==> src/rtl/gc_refresh_scheduler.sv <==
// gc_refresh_scheduler: per-bank refresh debt tracking and a 2-cycle read/write-back refresh sequencer.
// Optional macro GC_REF_OPPORTUNISTIC_EN: non-urgent refreshes avoid banks the user is accessing this cycle.
module gc_refresh_scheduler #(
    parameter int BANKS    = 8,
    parameter int ROWS     = 128,
    parameter int ROW_BITS = 7,
    parameter int INTERVAL = 38,
    parameter int MAX_PEND = 4,
    parameter int URG_PEND = 3
) (
    input  logic                clk,
    input  logic                rst,
    input  logic                disable_ref,
    input  logic [BANKS-1:0]    user_req_bank,
    output logic [BANKS-1:0]    ref_re,
    output logic [BANKS-1:0]    ref_we,
    output logic [ROW_BITS-1:0] ref_addr,
    output logic [2:0]          ref_bank,
    output logic [BANKS-1:0]    busy_bank,
    output logic                ref_done,
    output logic                err_overflow
);
    localparam int BW = (BANKS > 1) ? $clog2(BANKS) : 1;
    localparam int TW = (INTERVAL > 1) ? $clog2(INTERVAL) : 1;
    localparam int PW = $clog2(MAX_PEND + 1);

    typedef enum logic [1:0] {IDLE, READ, WRITE} state_t;

    state_t              state;
    logic [TW-1:0]       tick_cnt;
    logic [PW-1:0]       pending [BANKS];
    logic [ROW_BITS-1:0] row_ptr [BANKS];
    logic [BW-1:0]       rr_ptr;
    logic [BW-1:0]       sel;

    logic                tick;
    logic [BANKS-1:0]    urgent;
    logic [BANKS-1:0]    eligible;
    logic [BANKS-1:0]    cand;
    logic [BANKS-1:0]    done_vec;
    logic                found;
    logic [BW-1:0]       pick;
    int unsigned         scan_idx;

    function automatic logic [BANKS-1:0] onehot(input logic [BW-1:0] idx);
        return {{(BANKS-1){1'b0}}, 1'b1} << idx;
    endfunction

`ifndef GC_REF_OPPORTUNISTIC_EN
    logic unused_user_req;
    assign unused_user_req = ^user_req_bank;
`endif

    always_comb begin
        tick     = (tick_cnt == TW'(INTERVAL - 1));
        urgent   = '0;
        eligible = '0;
        for (int b = 0; b < BANKS; b++) begin
            urgent[b]   = (pending[b] >= PW'(URG_PEND));
            eligible[b] = (pending[b] != '0);
        end
`ifdef GC_REF_OPPORTUNISTIC_EN
        eligible = eligible & ~user_req_bank;
`endif
        cand = (|urgent) ? urgent : eligible;

        // Scan downward so the candidate closest above rr_ptr is the last one written.
        found    = 1'b0;
        pick     = '0;
        scan_idx = 0;
        for (int i = BANKS - 1; i >= 0; i--) begin
            scan_idx = (int'(rr_ptr) + i) % BANKS;
            if (cand[BW'(scan_idx)]) begin
                found = 1'b1;
                pick  = BW'(scan_idx);
            end
        end

        done_vec = (state == WRITE) ? onehot(sel) : '0;
    end

    assign ref_done = (state == WRITE);

    always_ff @(posedge clk) begin
        if (rst) begin
            state        <= IDLE;
            tick_cnt     <= '0;
            rr_ptr       <= '0;
            sel          <= '0;
            ref_re       <= '0;
            ref_we       <= '0;
            ref_addr     <= '0;
            ref_bank     <= '0;
            busy_bank    <= '0;
            err_overflow <= 1'b0;
            for (int b = 0; b < BANKS; b++) begin
                pending[b] <= '0;
                row_ptr[b] <= '0;
            end
        end else begin
            tick_cnt <= tick ? '0 : tick_cnt + TW'(1);

            // A credit and a completion on the same bank cancel out.
            for (int b = 0; b < BANKS; b++) begin
                if (tick && !done_vec[b]) begin
                    if (pending[b] == PW'(MAX_PEND))
                        err_overflow <= 1'b1;
                    else
                        pending[b] <= pending[b] + PW'(1);
                end else if (!tick && done_vec[b]) begin
                    pending[b] <= pending[b] - PW'(1);
                end
            end

            case (state)
                IDLE: begin
                    if (!disable_ref && found) begin
                        state     <= READ;
                        sel       <= pick;
                        ref_re    <= onehot(pick);
                        busy_bank <= onehot(pick);
                        ref_addr  <= row_ptr[pick];
                        ref_bank  <= 3'(pick);
                    end
                end
                READ: begin
                    state  <= WRITE;
                    ref_re <= '0;
                    ref_we <= ref_re;
                end
                WRITE: begin
                    state        <= IDLE;
                    ref_we       <= '0;
                    busy_bank    <= '0;
                    ref_addr     <= '0;
                    ref_bank     <= '0;
                    row_ptr[sel] <= (row_ptr[sel] == ROW_BITS'(ROWS - 1)) ? '0
                                                                         : row_ptr[sel] + ROW_BITS'(1);
                    rr_ptr       <= (sel == BW'(BANKS - 1)) ? '0 : sel + BW'(1);
                end
                default: state <= IDLE;
            endcase
        end
    end
endmodule

==> config.mk <==
export PLATFORM = sky130hd
export DESIGN_NAME = gc_refresh_scheduler
export DESIGN_NICKNAME = d
export VERILOG_FILES = /design/src/rtl/gc_refresh_scheduler.sv
export SDC_FILE = /design/constraint.sdc
export NUM_CORES = 1
export LEC_CHECK = 0
export ABC_AREA = 0
export CORE_MARGIN = 2
export CORE_UTILIZATION = 25
export CTS_CLUSTER_SIZE = 14
export DETAILED_ROUTE_END_ITERATION = 10
export PLACE_DENSITY = 0.51
export SLEW_MARGIN = 20
export SYNTH_ARGS = -nofsm -noshare
export SYNTH_HDL_FRONTEND = slang
export SYNTH_SLANG_ARGS = --single-unit
export TNS_END_PERCENT = 1
==> constraint.sdc <==
create_clock -name clk -period 7.6 [get_ports clk]
set_clock_uncertainty 0.15 [all_clocks]
set_input_delay 1.52 -clock clk [delete_from_list [all_inputs] [get_ports clk]]
set_output_delay 1.52 -clock clk [all_outputs]
set_load 0.01 [all_outputs]
==> out/results.txt <==
Status = finished clean
Worst vdd ir = 0.1173 mV
Clock Pin Slew Worst Setup and Hold Paths = 0.06 ns
Clk pwr share = 0.362
Largest net degree at the start of global routing = 71
Gr ovfl total = 0
Nets@finish = 978
Area of all placed cells without fillers = 9908 µm²
TritonCTS clock tree = yes
Placed cell area = 9335 µm²
Sequential Power Share = 0.379
Post-layout util = 0.2940
# Post-CTS Setup Buffers = 0
Area occupied by multi-input gates = 4778 µm²
Net switching power figure = 759.9 µW
Crit path kind = reg2reg
List of most frequent post-synthesis cells = nor2_1, edfxtp_1, nand2_1, dfxtp_1, nor3_1
DR iter-0 viols = 796
Final WL = 23800 µm
Clock sink total = 132
Class of the worst hold path = reg2reg
Chip width = 189.2 µm
FF+latch count, synth = 132
Fin worst setup slack = 2.511 ns
Post-Place Worst Slack = 2.583 ns
WP data required = 7.80 ns
Post-synth top area cell = edfxtp_1
Top cell type's share of synthesized area = 0.2800
RSZ-0062 raised after global routing = no
Vias in the first global route = 6774
N_diodes = 0
TritonCTS Buffers = 17
CP dominant cell by count = ha_1
Maximum buffer depth of the clock tree = 2
Fraction of layout cells with a size suffix above 1 = 0.1047
Max_cap viols = 0
Vias/cell = 5.151
WP data arrival = 5.29 ns
Worst-Skew Late Latency = 0.43 ns
Setup TNS = 0 ns
Mean Syn Cell Area = 9.214 µm²
Post-synth ARST share = 0
Fill cell count = 3534
Critical path startpoint category = register
Drc violations = 0
Vias = 7227
Max FO, Critical Path = 25
Hold Buf Count CTS = 0
Slowest-stage cell, CP = nor2_2
Yosys cell types = 82
Placer Congestion = 0.8092
EDFF count, synth = 80
Register Area = 3445 µm²
Core region area = 33700 µm²
Ranking of synthesized cells by area = edfxtp_1, dfxtp_1, nor2_1
Final slew viol count = 0
Worst Path Buf+Inv = 0
Area delta synth->final = 15.50%
Slowest stage delay, CP = 0.81 ns
CP Capture Type = register
Initial antenna violation count = 0
Crit path cell chain = ha_1 -> ha_1 -> a211oi_1 -> nand3_1 -> o31ai_2 -> mux2i_1 -> o22a_1 -> o2111ai_2 -> a31oi_4 -> nor2_2 -> nor3_1 -> a2111o_1 -> a21o_1 -> a31oi_1
Synth Cell Area = 8578 µm²
Total GRT Usage = 0.1356
Die Area = 35810 µm²
Power Internal = 1485 µW
Relative slew slack = 0.3424
Register area share after synthesis = 0.4014
Row count = 67
Switching part of the total = 0.3385
Root Driver = clkbuf_16
Top FF cell, synth = edfxtp_1
PostCTS Resize Cnt = 0
Final hold viol count = 0
Delay-heaviest family, CP = compound AO/OA/AOI/OAI gates
Post-detail-place hpwl = 17280 µm
IO buf count = 38
I/O pins = 47
Htree depth = 4
P_leak = 0.003356 µW
Final min period = 5.089 ns
Combinational power share = 0.259
1st-pass router iterations = 5
Mapped Nets = 967
Routed length per instance = 16.96 µm
First-pass GRT wire length = 38510 µm
Starting Density = 0.2545
Tot Pwr = 2245 µW
Final setup viols = 0
Maximum clock rate = 196.5 MHz
Slew @ Worst Pin = 0.9853 ns
Reg2reg setup slack = 2.51 ns
Post-synthesis cell count = 931
Final period util = 0.6695
Yosys synthesis warning count = 0
Die Ht = 189.2 µm
Most common cell in the netlist = nor2_1
Power density over the cells = 226.6 nW/µm²
Antenna viol nets, final = 0
[final timing paths]
kind | start | end | depth (start not counted)
hold / removal | ref_bank[2]$_SDFFE_PP0P_ | ref_bank[2]$_SDFFE_PP0P_ | 2
setup / recovery | pending[1][3]$_DFFE_PP_ | ref_addr[6]$_SDFFE_PP0P_ | 14
setup reg to reg | pending[1][3]$_DFFE_PP_ | ref_addr[6]$_SDFFE_PP0P_ | 14
hold reg to reg | ref_bank[2]$_SDFFE_PP0P_ | ref_bank[2]$_SDFFE_PP0P_ | 2
[stage by stage]
step | hold slack (ns) | cells
floorplan | 0.2837 | 931
global placement | 0.2959 | 1371
detailed placement | 0.3035 | 1371
CTS | 0.3123 | 1403
global route | 0.3483 | 1403
finish | 0.3063 | 1403
[kinds of logic after synthesis]
group | after synthesis | share of synthesized area
XOR/XNOR | 20 | 0.02042
multiplexers | 41 | 0.07205
flip-flops | 132 | 0.4014
AND/OR/NAND/NOR | 388 | 0.2115
buffers and inverters | 86 | 0.04244
adder cells (fa/ha/maj) | 25 | 0.04259
AO/OA/AOI/OAI | 239 | 0.2096
[layout by cell type, fill, tap and decap left out, types with 8 or more instances in the layout]
cell type | netlist | routed
mux2i_1 | 19 | 19
clkbuf_16 | 0 | 17
o22ai_1 | 17 | 17
clkdlybuf4s50_1 | 0 | 37
o21ai_0 | 24 | 24
o211ai_1 | 8 | 8
nand2_1 | 59 | 59
a31oi_1 | 13 | 13
xor2_1 | 11 | 11
a21o_1 | 16 | 16
nand3_1 | 31 | 31
a22oi_1 | 9 | 9
or3_1 | 27 | 27
a211oi_1 | 11 | 11
inv_1 | 31 | 31
nor2_1 | 162 | 161
dfxtp_1 | 52 | 51
nand2b_1 | 22 | 22
mux4_2 | 16 | 16
edfxtp_1 | 80 | 80
a221oi_1 | 11 | 11
a21oi_1 | 41 | 41
nor3_1 | 51 | 50
o31ai_1 | 16 | 16
xnor2_1 | 9 | 9
ha_1 | 18 | 18
[registers in the layout, summed over array words and instances (netlist names), named ones only]
| register | cells |
|---|---|
| busy_bank | 8 |
| pending | 24 |
| rr_ptr | 3 |
| ref_we | 8 |
| row_ptr | 56 |
| ref_addr | 7 |
| err_overflow | 1 |
| tick_cnt | 6 |
| ref_re | 8 |
| state | 2 |
| ref_bank | 3 |
| sel | 3 |
[power by group through the flow]
stage	registers, µW	clock network [µW]	logic (µW)
3_5_place_dp	865	0	580
3_3_place_gp	863	0	580
2_1_floorplan	848	0	440
6_report	850	812	582
4_1_cts	850	827	583
5_1_grt	856	859	642
[worst reg2reg max path, delay by kind of cell (launching register included)]
| kind | cells | cell delay (ns) |
|---|---|---|
| muxes | 1 | 0.34 |
| AOI/OAI and AO/OA | 8 | 2.54 |
| adders and majority gates | 2 | 0.45 |
| and+or+nand+nor | 3 | 1.08 |
| DFF | 1 | 0.46 |
[cell type report]
| type | instances | share of cell area |
|---|---|---|
| sequential | 132 | 0.3476 |
| inverter | 33 | 0.01250 |
| multi-input combinational | 713 | 0.4823 |
| tap | 448 | 0.05657 |
| clock inverter | 15 | 0.01490 |
| timing repair buffer | 45 | 0.04319 |
| clock buffer | 17 | 0.04293 |
[layer usage]
layer  up-vias  part of all wire  global-route usage
met5         -                 0                   0
met4         0             0.012             0.03757
met3        21             0.044             0.02280
met2       214              0.46              0.2123
met1      3487              0.48              0.1924
li1       3505                 -                   -
Note: power is estimated with default switching activity, not from simulation.
